<file path="config.mk">
export PLATFORM = sky130hd
export DESIGN_NAME = gf_mult_serial
export DESIGN_NICKNAME = d
export VERILOG_FILES = /design/src/rtl/gf_mult_serial.sv
export SDC_FILE = /design/constraint.sdc
export NUM_CORES = 1
export LEC_CHECK = 0
export ABC_CLOCK_PERIOD_IN_PS = 5200
export CORE_MARGIN = 3
export CORE_UTILIZATION = 55
export CTS_CLUSTER_DIAMETER = 100
export DETAILED_ROUTE_END_ITERATION = 8
export DONT_BUFFER_PORTS = 1
export GPL_ROUTABILITY_DRIVEN = 0
export GPL_TIMING_DRIVEN = 0
export PLACE_DENSITY = 0.66
export SETUP_SLACK_MARGIN = 0.05
export SYNTH_ARGS = -nofsm -noshare
export SYNTH_HDL_FRONTEND = slang
export SYNTH_SLANG_ARGS = --single-unit
</file>
<file path="constraint.sdc">
create_clock -name clk -period 5.2 [get_ports clk]
set_input_delay 0.78 -clock clk [delete_from_list [all_inputs] [get_ports clk]]
set_output_delay 0.78 -clock clk [all_outputs]
set_load 0.01 [all_outputs]
</file>
<file path="src/rtl/gf_mult_serial.sv">
// Bit-serial GF(2^M) multiplier, one bit of B per clock (MSB first), with an
// optional multiply-accumulate into an internal accumulator.
module gf_mult_serial #(
  parameter int         M    = 4,
  parameter logic [M:0] POLY = 5'b10011
) (
  input  logic         clk,
  input  logic         rst_n,
  input  logic         in_valid,
  output logic         in_ready,
  input  logic [M-1:0] in_a,
  input  logic [M-1:0] in_b,
  input  logic         in_acc,
  input  logic         acc_clr,
  output logic         out_valid,
  input  logic         out_ready,
  output logic [M-1:0] out_data
);

  localparam int CW = $clog2(M);

  generate
    if (M < 2 || M > 16 || POLY[M] != 1'b1) begin : g_bad_params
      $error("gf_mult_serial: M must be 2..16 and POLY[M] must be 1");
    end
  endgenerate

  typedef enum logic [1:0] {IDLE, RUN, DONE} state_t;

  state_t          state_q, state_d;
  logic [M-1:0]    a_q, a_d;
  logic [M-1:0]    b_q, b_d;
  logic            mode_q, mode_d;
  logic [M-1:0]    p_q, p_d;
  logic [M-1:0]    acc_q, acc_d;
  logic [M-1:0]    out_q, out_d;
  logic [CW-1:0]   cnt_q, cnt_d;
  logic [M-1:0]    p_step;
  logic [M-1:0]    result;

  // Multiply by x modulo the generator polynomial.
  function automatic logic [M-1:0] xt(input logic [M-1:0] p);
    xt = {p[M-2:0], 1'b0} ^ (p[M-1] ? POLY[M-1:0] : '0);
  endfunction

  assign p_step = xt(p_q) ^ (b_q[cnt_q] ? a_q : '0);
  assign result = mode_q ? (acc_q ^ p_step) : p_step;

  assign in_ready  = (state_q == IDLE);
  assign out_valid = (state_q == DONE);
  assign out_data  = out_q;

  always_comb begin
    state_d = state_q;
    a_d     = a_q;
    b_d     = b_q;
    mode_d  = mode_q;
    p_d     = p_q;
    acc_d   = acc_q;
    out_d   = out_q;
    cnt_d   = cnt_q;
    case (state_q)
      IDLE: begin
        // A clear on the accept edge lets the new operation start from zero.
        if (acc_clr) acc_d = '0;
        if (in_valid) begin
          a_d     = in_a;
          b_d     = in_b;
          mode_d  = in_acc;
          p_d     = '0;
          cnt_d   = CW'(M - 1);
          state_d = RUN;
        end
      end
      RUN: begin
        p_d   = p_step;
        cnt_d = cnt_q - CW'(1);
        if (cnt_q == '0) begin
          out_d   = result;
          if (mode_q) acc_d = result;
          state_d = DONE;
        end
      end
      DONE: begin
        if (out_ready) state_d = IDLE;
      end
      default: state_d = IDLE;
    endcase
  end

  always_ff @(posedge clk or negedge rst_n) begin
    if (!rst_n) begin
      state_q <= IDLE;
      a_q     <= '0;
      b_q     <= '0;
      mode_q  <= 1'b0;
      p_q     <= '0;
      acc_q   <= '0;
      out_q   <= '0;
      cnt_q   <= '0;
    end else begin
      state_q <= state_d;
      a_q     <= a_d;
      b_q     <= b_d;
      mode_q  <= mode_d;
      p_q     <= p_d;
      acc_q   <= acc_d;
      out_q   <= out_d;
      cnt_q   <= cnt_d;
    end
  end

endmodule

</file>
== After elaboration in Yosys (flattened, before gate mapping) ==
Index checks and enable logic that the tools add are counted.
Storage, ports and cells
  register bits: 25
  bits of input ports: 14
  word-level logic and storage cells: 45
Operators by class
  add/sub/neg operators: 1
  magnitude comparators: 1
  equality and inequality tests: 7
  multiplexer cells: 17
  bitwise operators: 3
  reduce and logical (&&, ||, !) cells: 8
Operator list (count)
  $mux W4: 6
  $pmux W4 S2: 2
  $mux W2: 5
  $xor A4 B4 Y4: 2
  $ne A2 B2 Y1 const B: 3
  $pmux W2 S3: 1
  $reduce_and A2 Y1: 3
  $logic_not A2 Y1: 2
  $ne A2 B1 Y1 const B: 2
  $pmux W2 S2: 1
  $reduce_and A4 Y1: 1
  $xor A4 B2 Y4: 1
  $lt A2 B3 Y1 const B: 1
  $reduce_and A3 Y1: 1
  $bmux W1 S2: 1
  $eq A2 B1 Y1 const B: 1
  $eq A2 B2 Y1 const B: 1
  $reduce_bool A2 Y1: 1
  $sub A2 B1 Y2 const B: 1
  $mux W1: 1

== Depth between registers and ports, before layout ==
Gate-level depths: netlist of the first run.
  depth in word-level cells: 9
  depth in mapped cells: 7
  depth with buffers taken out: 6

== Least setup slack after synthesis of the first run ==
No wires, ideal clock.
  path kind: register -> register
  start: register cnt_q[0]
  end: register acc_q[1]
  arrival: 1706 ps
  required time: 5074 ps
  setup slack: 3367 ps
  cell stages (with the launch flop): 6
  period minus slack after synthesis: 1833 ps
  path through: dfrtp_1 > mux4_2 > buf_6 > and3_4 > or2_1 > a311o_1
On the way
  cells in the longest elaborated chain, start to end: 9
  elaborated cells between the ends (all ways): 12
  classes of those cells: eq/ne (1); mux (7); bitwise (2); reduce/logical (2)
Ends and longest elaborated chain
  from (decl): RTL line 37  | logic [CW-1:0] cnt_q, cnt_d;
  from (signal assigned): RTL line 109  | cnt_q <= cnt_d;
  $bmux W1 S2: RTL line 46  | assign p_step = xt(p_q) ^ (b_q[cnt_q] ? a_q : '0);
  $mux W1 (not written as such): RTL line 46
  $mux W4: RTL line 46
  $xor A4 B4 Y4: RTL line 46
  $xor A4 B4 Y4: RTL line 47  | assign result = mode_q ? (acc_q ^ p_step) : p_step;
  $mux W4: RTL line 47
  $mux W4: RTL line 80  | if (mode_q) acc_d = result;
  $mux W4: RTL line 78  | if (cnt_q == '0) begin
  $pmux W4 S2: RTL line 62  | case (state_q)
  to (signal assigned): RTL line 98  | acc_q <= '0;
  to (signal assigned): RTL line 107  | acc_q <= acc_d;
  to (decl): RTL line 35  | logic [M-1:0] acc_q, acc_d;
Parallel ways exist; a longest one is shown, timed or not. The select of a mux whose other input is x is not followed.
A chain may end at the register's enable or synchronous reset.

== Final worst setup path of the first run ==
  start: register state_q[0]
  end: output out_valid
On the way
  cells in the longest elaborated chain, start to end: 1
Ends and longest elaborated chain
  from (decl): RTL line 30  | state_t state_q, state_d;
  from (signal assigned): RTL line 102  | state_q <= state_d;
  $eq A2 B2 Y1: RTL line 50  | assign out_valid = (state_q == DONE);
  to (decl): RTL line 15  | output logic out_valid,
No other way between the ends.

==> results.tsv, run 1 <==
stage	metric	value	unit
outcome	outcome	finished clean	
timing	transition time at the pin with the least slew margin	0.427	ns
power_and_ir_drop	peak supply drop	439	µV
clock_network	clk sink count	25	
global_routing	GRT Total Usage	19.8	%
power_and_ir_drop	Sw Ratio	38.4	%
global_routing	antenna violations before repair	0	
worst_setup_path	Crit. End Element	primary output	
clock_network	# hold bufs at CTS	0	
clock_network	total setup buffers inserted after CTS	0	
worst_setup_path	WP data arrival	1.17	ns
worst_setup_path	Setup crit start	state_q[0]	
synthesis	post-synthesis cell area	1290	µm²
die	die area	2970	µm²
die	site row count	16	
detailed_routing	routed vias	835	
synthesis	synth top area cells	dfrtp_1 (48%), mux2_2 (9.6%), xnor3_1 (7.0%), nand2_1 (4.4%), inv_1 (2.3%)	
global_routing	GRT overflow	0	
timing	unrepaired setup endpoints after global routing	no	
die	Initial Util	62.1	%
synthesis	FF+latch count, synth	25	
worst_setup_path	CP startpoint kind	flip-flop	
finish	share of cells above drive strength 1	20.7	%
detailed_routing	via/cell ratio	5.64	
global_routing	vias in the first global route	835	
power_and_ir_drop	cell internal pwr	0.000583	W
timing	final setup vio count	0	
synthesis	Post-Synthesis Cells	117	
die	total I/O pin count	20	
timing	fin crit period	1.95	ns
detailed_routing	DRC Markers	0	
synthesis	sequential-to-total area share from yosys stat	48.4	%
finish	Non-Filler Instances	148	
clock_network	CTS tree	built	
placed_design	DP Wirelength	1.71	mm
synthesis	synthesis warning total	0	
hold_path	worst hold path type	primary input to asynchronous set/reset pin	
timing	final slew viol count	0	
power_and_ir_drop	Pleak	0.651	nW
synthesis	Synth Flop Type	dfrtp_1	
synthesis	area leader, netlist	dfrtp_1	
timing	Fin Setup TNS	0	ns
clock_network	clk slew on worst S/H paths	0.13	ns
power_and_ir_drop	Clock Power Share	9.2	%
placed_design	# port buffers	0	
synthesis	Post-synth EDFFs	0	
synthesis	Synth cell types	30	
clock_network	Clk Latency, worst-skew pair	0.32	ns
detailed_routing	DRT iter0 DRCs	19	
worst_setup_path	Critical R2R Launch	cnt_q[0]	
flow_run	Max Cap Viol	0	
power_and_ir_drop	sequential share of power	38.7	%
synthesis	post-synth net total	132	
power_and_ir_drop	Switch Pwr	0.000363	W
worst_setup_path	Critical Path Fanout Max	8	
detailed_routing	wire per inst	16.1	µm
timing	worst hold margin	0.133	ns
clock_network	root buf cell	clkbuf_4	
die	Die Wd	54.5	µm
power_and_ir_drop	Power Dens Cells	698	nW/µm²
detailed_routing	final WL	2.38	mm
global_routing	first-pass GRT wire length	3.94	mm
power_and_ir_drop	Comb pwr share	52.1	%
timing	final hold violations	0	
timing	maximum clock frequency	0.512	GHz
clock_network	total CTS buffers	3	
finish	Nets	137	
die	core area	2080	µm²
timing	Worst slew margin	71.5	%
detailed_routing	drt pass-1 iters	4	
finish	Layout area overhead	4.64	%
worst_setup_path	Reg2Reg Depth	5	
clock_network	maximum clock insertion buffer count	2	
synthesis	FFs w/ async S/R, synth	100	%
synthesis	commonest cells in the netlist	dfrtp_1 (25), nand2_1 (15), mux2_2 (11)	
worst_setup_path	worst path required time	4.42	ns
finish	n_diodes	0	
die	die height	54.5	µm
synthesis	post-synth top area share	48.4	%
synthesis	Avg Cell Area, Syn	11.1	µm²
clock_network	htree depth	1	
detailed_routing	ANT nets after route	0	
worst_setup_path	critical setup path kind	flip-flop to primary output	
timing	final cycle utilization of the critical path	37.6	%
placed_design	Inst Count DP	144	
synthesis	cell with the most instances after synthesis	dfrtp_1	
global_routing	largest net degree at the start of global routing	26	
clock_network	CTS-repair resized insts	0	
timing	worst clock skew	0.00263	ns
final cells by class:
| type | instances | area [µm²] |
|---|---|---|
| Buffer | 5 | 27.5 |
| Tap cell | 27 | 33.8 |
| Inverter | 8 | 30.0 |
| Multi-Input combinational cell | 79 | 611 |
| Sequential cell | 25 | 626 |
| Clock buffer | 4 | 26.3 |
| Fill cell | 173 | 728 |
routing by layer:
metal	track usage [%]	vias to the layer above	wire [µm]	share of wire, %
met2	30.9	19	1090	46
li1	-	412	-	-
met5	0	-	0	0
met3	6.81	4	112	4.7
met4	7.47	0	25	1.1
met1	25.4	400	1150	48
worst paths after layout:
| kind | end | slack, ns |
|---|---|---|
| worst max-delay path | out_valid | 3.25 |
| worst min-delay path | b_q[3] | 0.13 |
| worst max register to register | acc_q[1] | 3.26 |
| worst min register to register | b_q[2] | 0.52 |
| max in group asynchronous | p_q[0] | 5.00 |
| min in group clk | b_q[2] | 0.52 |
state kept, by name, summed over array words and instances, names as in the netlist:
signal	cells
acc_q	4
out_data	4
mode_q	1
p_q	4
state_q	2
cnt_q	2
a_q	4
b_q	4
power groups by stage:
stage                     Combinational (W)   Clock, W  Sequential [W]
after detailed placement           0.000489          0        0.000372
after floorplan                    0.000411          0        0.000348
after global placement             0.000471          0        0.000366
after CTS                          0.000491  0.0000898        0.000367
after global routing               0.000539  0.0000961        0.000382
final                              0.000493  0.0000869        0.000366
cell families (layout without fill, tap and decap cells):
logic type / Yosys count / in the layout / synth area share, %
DFF: 25 / 25 / 48.4
xor gates and xnor gates: 6 / 6 / 8.32
muxes: 14 / 14 / 12.9
buffers and inverters: 13 / 17 / 4.45
and+or+nand+nor: 38 / 38 / 14.6
adders and majority gates: 1 / 1 / 0.967
AOI/OAI and AO/OA: 20 / 20 / 10.4
cell usage in the layout, fill, tap and decap left out:
cell type / netlist / routed
nor4_1: 1 / 1
nand4b_1: 1 / 1
buf_2: 1 / 1
nand2_1: 15 / 15
a31o_2: 2 / 2
and3_4: 1 / 1
buf_6: 1 / 1
ha_1: 1 / 1
a21o_1: 1 / 1
inv_1: 8 / 8
xor2_1: 2 / 2
mux2_2: 11 / 11
nand2b_1: 3 / 3
o22ai_1: 4 / 4
nor2_1: 6 / 6
clkbuf_1: 3 / 4
and2_0: 1 / 1
mux4_2: 1 / 1
dfrtp_1: 25 / 25
o21ai_0: 5 / 5
nand3_1: 3 / 3
o2bb2ai_1: 2 / 2
a21oi_1: 3 / 3
xnor3_1: 4 / 4
a21o_2: 2 / 2
or2_1: 1 / 1
clkbuf_4: 0 / 3
and2_1: 3 / 3
or2_2: 3 / 3
a311o_1: 1 / 1
mux2i_1: 2 / 2
metrics by stage:
step	cell area [µm²]	utilization, %	setup WS (ns)	power (W)
floorplan	1290	-	3.37	0.000759
detailed placement	1330	63.8	3.29	0.000861
CTS	1350	65.0	3.23	0.000948
global placement	1330	63.8	3.32	0.000837
finish	1350	65.0	3.25	0.000946
global route	1350	65.0	3.12	0.00102
critical path: stages (launching register included):
cell and delay [ns]:
dfrtp_1 0.38, clkbuf_1 0.17, nand2b_1 0.20, inv_1 0.10
Note: power is estimated with default switching activity, not from simulation.
==> run 2: changes to the inputs <==
Settings changed: ABC_AREA set to 1, ABC_CLOCK_PERIOD_IN_PS 5200 to 1650, PLACE_DENSITY 0.66 to 0.69.
Clock period 5.2 ns to 1.65 ns, I/O delays scaled along.
==> run 2 against run 1 <==
Clock skew about the same. Non-clock buffer count down 2. Sequential share of layout area down 0.13 points. Sequential cell count unchanged. Highest routed layer unchanged.
==> results.tsv, run 2 <==
stage	metric	value	unit
timing	Worst slew margin	82.8	%
power_and_ir_drop	Power Dens Cells	1960	nW/µm²
clock_network	clk slew on worst S/H paths	0.13	ns
die	core area	2060	µm²
synthesis	cell with the most instances after synthesis	nand2_1	
synthesis	Post-Synthesis Cells	154	
detailed_routing	wire per inst	12.9	µm
finish	Nets	176	
worst_setup_path	Critical R2R Capture	acc_q[2]	
timing	worst clock skew	0.00292	ns
finish	commonest cells after routing, fill and taps aside	nand2_1 (65), dfrtp_1 (25), nand3_1 (15), inv_1 (14), nand2_2 (9)	
power_and_ir_drop	Pleak	0.759	nW
detailed_routing	DRT iter0 DRCs	21	
flow_run	Max Cap Viol	0	
timing	maximum clock frequency	0.719	GHz
finish	Layout area overhead	7.11	%
worst_setup_path	Crit. End Element	flip-flop	
finish	share of cells above drive strength 1	16.3	%
placed_design	# port buffers	0	
die	die area	2920	µm²
detailed_routing	final WL	2.40	mm
hold_path	WHS Path Cells	1	
power_and_ir_drop	Power Total	0.00266	W
synthesis	Synth cell types	21	
worst_setup_path	FF-to-FF setup slack	0.26	ns
worst_setup_path	Critical R2R Launch	cnt_q[0]	
finish	n_diodes	0	
worst_setup_path	Reg2Reg Depth	7	
die	die height	54.0	µm
synthesis	area leader, netlist	dfrtp_1	
outcome	outcome	finished clean	
clock_network	CTS-repair resized insts	0	
timing	final hold violations	0	
power_and_ir_drop	Clock Power Share	9.9	%
power_and_ir_drop	cell internal pwr	0.00142	W
global_routing	vias in the first global route	937	
synthesis	synth top area cells	dfrtp_1 (49%), nand2_1 (19%), nand3_1 (5.9%), nand2_2 (4.4%), inv_1 (4.1%)	
timing	transition time at the pin with the least slew margin	0.258	ns
timing	final slew viol count	0	
clock_network	Clk Latency, worst-skew pair	0.30	ns
synthesis	post-synth net total	169	
global_routing	GRT Total Usage	19.0	%
synthesis	Avg Cell Area, Syn	8.23	µm²
die	site row count	16	
die	Initial Util	61.5	%
detailed_routing	DRC Markers	0	
worst_setup_path	WP data arrival	1.65	ns
synthesis	FFs w/ async S/R, synth	100	%
worst_setup_path	CP startpoint kind	flip-flop	
timing	fin crit period	1.39	ns
worst_setup_path	Critical Path Fanout Max	7	
finish	commonest non-fill, non-tap cell in the layout	nand2_1	
clock_network	# hold bufs at CTS	2	
timing	final setup vio count	0	
detailed_routing	ANT nets after route	0	
detailed_routing	via/cell ratio	5.20	
power_and_ir_drop	Sw Ratio	46.8	%
synthesis	Post-synth EDFFs	0	
clock_network	CTS tree	built	
global_routing	GRT overflow	0	
clock_network	total setup buffers inserted after CTS	0	
power_and_ir_drop	Comb pwr share	47.0	%
synthesis	FF+latch count, synth	25	
global_routing	first-pass GRT wire length	3.98	mm
global_routing	antenna violations before repair	0	
detailed_routing	drt pass-1 iters	4	
synthesis	Synth Flop Type	dfrtp_1	
synthesis	synthesis warning total	0	
clock_network	total CTS buffers	3	
worst_setup_path	critical setup path kind	flip-flop to flip-flop	
global_routing	largest net degree at the start of global routing	26	
synthesis	sequential-to-total area share from yosys stat	49.4	%
detailed_routing	routed vias	973	
synthesis	commonest cells in the netlist	nand2_1 (65), dfrtp_1 (25), nand3_1 (15)	
power_and_ir_drop	sequential share of power	43.1	%
worst_setup_path	CP endpoint	acc_q[2]	
placed_design	DP Wirelength	1.83	mm
hold_path	worst hold path type	primary input to flip-flop	
finish	Non-Filler Instances	187	
clock_network	maximum clock insertion buffer count	2	
die	total I/O pin count	20	
clock_network	root buf cell	clkbuf_4	
clock_network	clk sink count	25	
placed_design	Inst Count DP	181	
power_and_ir_drop	Switch Pwr	0.00125	W
timing	Fin Setup TNS	0	ns
synthesis	post-synthesis cell area	1270	µm²
power_and_ir_drop	peak supply drop	1060	µV
worst_setup_path	Setup crit start	cnt_q[0]	
die	Die Wd	54.0	µm
synthesis	post-synth top area share	49.4	%
timing	unrepaired setup endpoints after global routing	no	
timing	final cycle utilization of the critical path	84.3	%
clock_network	htree depth	1	
worst_setup_path	worst path required time	1.91	ns
run 2: cell families after synthesis:
kind of cell,after synthesis,synth area share (%)
adder cells (fa/ha/maj),1,0.987
AND/OR/NAND/NOR,102,40.2
flip-flops,25,49.4
AO/OA/AOI/OAI,8,3.85
buffers and inverters,18,5.63
run 2: through the flow:
stage / utilization, % / instance area, µm² / worst slack [ns] / hold slack [ns]
after floorplan: - / 1270 / 0.448 / -0.0481
after global placement: 63.1 / 1300 / 0.332 / -0.0476
after detailed placement: 63.1 / 1300 / 0.287 / -0.0473
after CTS: 65.8 / 1360 / 0.259 / 0.0145
after global routing: 65.8 / 1360 / 0.188 / 0.00485
final: 65.8 / 1360 / 0.259 / 0.0186
run 2: power groups by stage:
stage,registers (W),logic [W],clock network [W]
5_1_grt,0.00119,0.00144,0.000296
2_1_floorplan,0.00111,0.00102,0
3_3_place_gp,0.00115,0.00119,0
3_5_place_dp,0.00116,0.00124,0
6_report,0.00115,0.00125,0.000263
4_1_cts,0.00115,0.00127,0.000271
run 2: area by class of cell:
class | instances | area, µm²
fill | 185 | 704
sequential | 25 | 626
multi-input combinational | 111 | 571
inverter | 17 | 63.8
tap | 27 | 33.8
timing repair buffer | 2 | 30.0
clock buffer | 4 | 26.3
buffer | 1 | 7.51
run 2: how the worst min path moves through the flow:
stage | startpoint | slack, ns | end
final | out_ready | 0.02 | state_q[1]
after global routing | out_ready | 0.005 | state_q[1]
after CTS | out_ready | 0.01 | state_q[1]
after detailed placement | rst_n | -0.05 | b_q[3]
after global placement | rst_n | -0.05 | b_q[2]
after floorplan | rst_n | -0.05 | a_q[0]
run 2: metal layers:
layer,vias to the layer above,GRT usage [%],share of wire [%]
met5,-,0,0
met4,0,6.22,0.92
met3,4,2.77,3.5
met2,17,31.7,49
met1,455,25.3,47
li1,497,-,-
run 2: critical path, cell delays in order (launching register included):
cell and delay [ns]:
dfrtp_1 0.45, inv_2 0.08, ha_1 0.24, nand2_4 0.15
nor2_8 0.05, a21oi_2 0.20, nand2_1 0.09, nand2_1 0.07
==> run 3: changes to the inputs <==
Settings changed: ABC_AREA 1 to 0, ABC_CLOCK_PERIOD_IN_PS 1650 to 1450, PLACE_DENSITY 0.69 to 0.66.
Clock period 1.65 ns to 1.45 ns, I/O delays scaled along.
==> run 3 against run 2 <==
Clock power grew 21%. Sequential share of layout area fell by 5.9 points. Via count shrank 9.1%. Worst setup slack got worse by 0.61 ns. Routed wire length up 6.1%. Sequential power grew 17%. Clock-buffer cell count unchanged. Largest cell class is now multi-input gates. Combinational power up 78%. Maximum frequency fell by 23%. Total power rose by 46%. First-iteration DRC count fell by 62%. The run now ends with setup timing left. Sequential cell count is the same.
==> results.tsv, run 3 (synthesized netlist as in run 1, its figures left out) <==
stage	metric	value	unit
outcome	outcome	complete, but fails checks	
outcome	violated checks	setup timing	
worst_setup_path	Reg2Reg Depth	5	
worst_setup_path	worst path required time	1.68	ns
placed_design	DP Wirelength	1.68	mm
worst_setup_path	Critical R2R Capture	acc_q[1]	
finish	Non-Filler Instances	156	
timing	final hold violations	0	
hold_path	hold endpoint	a_q[0]	
global_routing	grt met3 use	3.54	%
timing	Fin Setup TNS	-2.84	ns
power_and_ir_drop	Power Dens Cells	2500	nW/µm²
finish	commonest non-fill, non-tap cell in the layout	dfrtp_1	
clock_network	maximum clock insertion buffer count	2	
die	core area	2080	µm²
detailed_routing	final WL	2.55	mm
power_and_ir_drop	Pleak	0.766	nW
worst_setup_path	Crit path largest cell delay	0.52	ns
timing	final cycle utilization of the critical path	124	%
die	die area	2970	µm²
die	total I/O pin count	20	
timing	final slew viol count	0	
hold_path	worst hold start	in_a[0]	
timing	worst clock skew	0.00220	ns
timing	final setup vio count	12	
finish	Layout area overhead	20.4	%
clock_network	total CTS buffers	3	
global_routing	GRT overflow	0	
hold_path	worst hold path type	primary input to flip-flop	
hold_path	WHS Path Cells	1	
global_routing	antenna violations before repair	0	
finish	Nets	145	
clock_network	htree depth	1	
worst_setup_path	Critical Path Fanout Max	8	
timing	Worst slew margin	78.9	%
global_routing	met1 Use GR	29.2	%
timing	transition time at the pin with the least slew margin	0.316	ns
die	site row count	16	
worst_setup_path	CP Buf/Inv Count	1	
clock_network	CTS tree	built	
timing	worst hold margin	0.0264	ns
die	Initial Util	62.1	%
placed_design	Inst Count DP	144	
detailed_routing	drt pass-1 iters	4	
worst_setup_path	WP data arrival	2.03	ns
clock_network	root buf cell	clkbuf_4	
placed_design	# port buffers	0	
global_routing	met2 Resource Use GR	33.9	%
worst_setup_path	cell family with most CP delay	multiplexers	
clock_network	clk slew on worst S/H paths	0.13	ns
worst_setup_path	Critical-path top delay cell	mux4_2	
timing	unrepaired setup endpoints after global routing	yes	
global_routing	GRT busiest layer	met2	
worst_setup_path	critical setup path kind	flip-flop to flip-flop	
placed_design	Placement Cell Area	1350	µm²
detailed_routing	DRT iter0 DRCs	8	
detailed_routing	DRC Markers	0	
die	Die Wd	54.5	µm
worst_setup_path	CP startpoint kind	flip-flop	
worst_setup_path	FF-to-FF setup slack	-0.35	ns
finish	share of cells above drive strength 1	36.4	%
power_and_ir_drop	peak supply drop	1570	µV
die	die height	54.5	µm
timing	maximum clock frequency	0.556	GHz
worst_setup_path	Crit. End Element	flip-flop	
detailed_routing	routed vias	884	
global_routing	largest net degree at the start of global routing	26	
worst_setup_path	crit-path cells	mux4_2 -> buf_6 -> and3_4 -> or2_1 -> a311o_1	
global_routing	GRT Total Usage	21.4	%
worst_setup_path	Critical R2R Launch	cnt_q[0]	
timing	final worst-path setup slack	-0.350	ns
timing	fin crit period	1.80	ns
clock_network	Clk Latency, worst-skew pair	0.32	ns
flow_run	Max Cap Viol	0	
finish	commonest cells after routing, fill and taps aside	dfrtp_1 (25), nand2_1 (12), mux2_4 (9), inv_1 (7), nor2_1 (5)	
detailed_routing	ANT nets after route	0	
clock_network	clk sink count	25	
global_routing	vias in the first global route	924	
finish	fin area	1560	µm²
detailed_routing	via/cell ratio	5.67	
finish	n_diodes	0	
global_routing	first-pass GRT wire length	4.31	mm
detailed_routing	wire per inst	16.3	µm
[run 3: area by class of cell]
class | instances | area, µm²
fill | 136 | 524
buffer | 4 | 46.3
clock buffer | 4 | 26.3
sequential | 25 | 626
multi-input combinational | 79 | 703
timing repair buffer | 9 | 92.6
tap | 27 | 33.8
inverter | 8 | 30.0
[run 3: worst max-delay path by stage]
stage | start | to | slack (ns) | cells after the start
3_5_place_dp | cnt_q[0] | acc_q[1] | -0.34 | 5
4_1_cts | cnt_q[0] | acc_q[1] | -0.35 | 5
5_1_grt | cnt_q[0] | acc_q[1] | -0.42 | 5
2_1_floorplan | cnt_q[0] | acc_q[1] | -0.28 | 5
6_report | cnt_q[0] | acc_q[1] | -0.35 | 5
3_3_place_gp | cnt_q[0] | acc_q[1] | -0.34 | 5
[run 3: metrics by stage]
| stage | setup WS [ns] | util (%) | total power [W] |
|---|---|---|---|
| floorplan | -0.281 | - | 0.00283 |
| global placement | -0.341 | 65.0 | 0.00310 |
| detailed placement | -0.344 | 65.0 | 0.00315 |
| CTS | -0.355 | 73.4 | 0.00380 |
| global route | -0.417 | 74.8 | 0.00418 |
| finish | -0.350 | 74.8 | 0.00390 |
[run 3: repair_timing]
item	in CTS	in global routing
hold endpoints to repair	26	0
gates resized for setup	17	10
setup endpoints to repair	20	24
pin swaps	7	2
buffers inserted	6	0
hold buffers	3	0
[run 3: routing by layer]
metal / up-vias / wire (µm) / share of wire, %
met5: - / 0 / 0
met4: 0 / 44 / 1.7
met3: 6 / 68 / 2.7
met2: 13 / 1230 / 48
met1: 443 / 1210 / 47
li1: 422 / - / -
[run 3: report_power, final]
part | internal, W | leakage [nW] | switching (W)
Combinational | 0.00129 | 0.443 | 0.000937
Clock | 0.000108 | 0.0150 | 0.000211
Sequential | 0.00103 | 0.308 | 0.000324
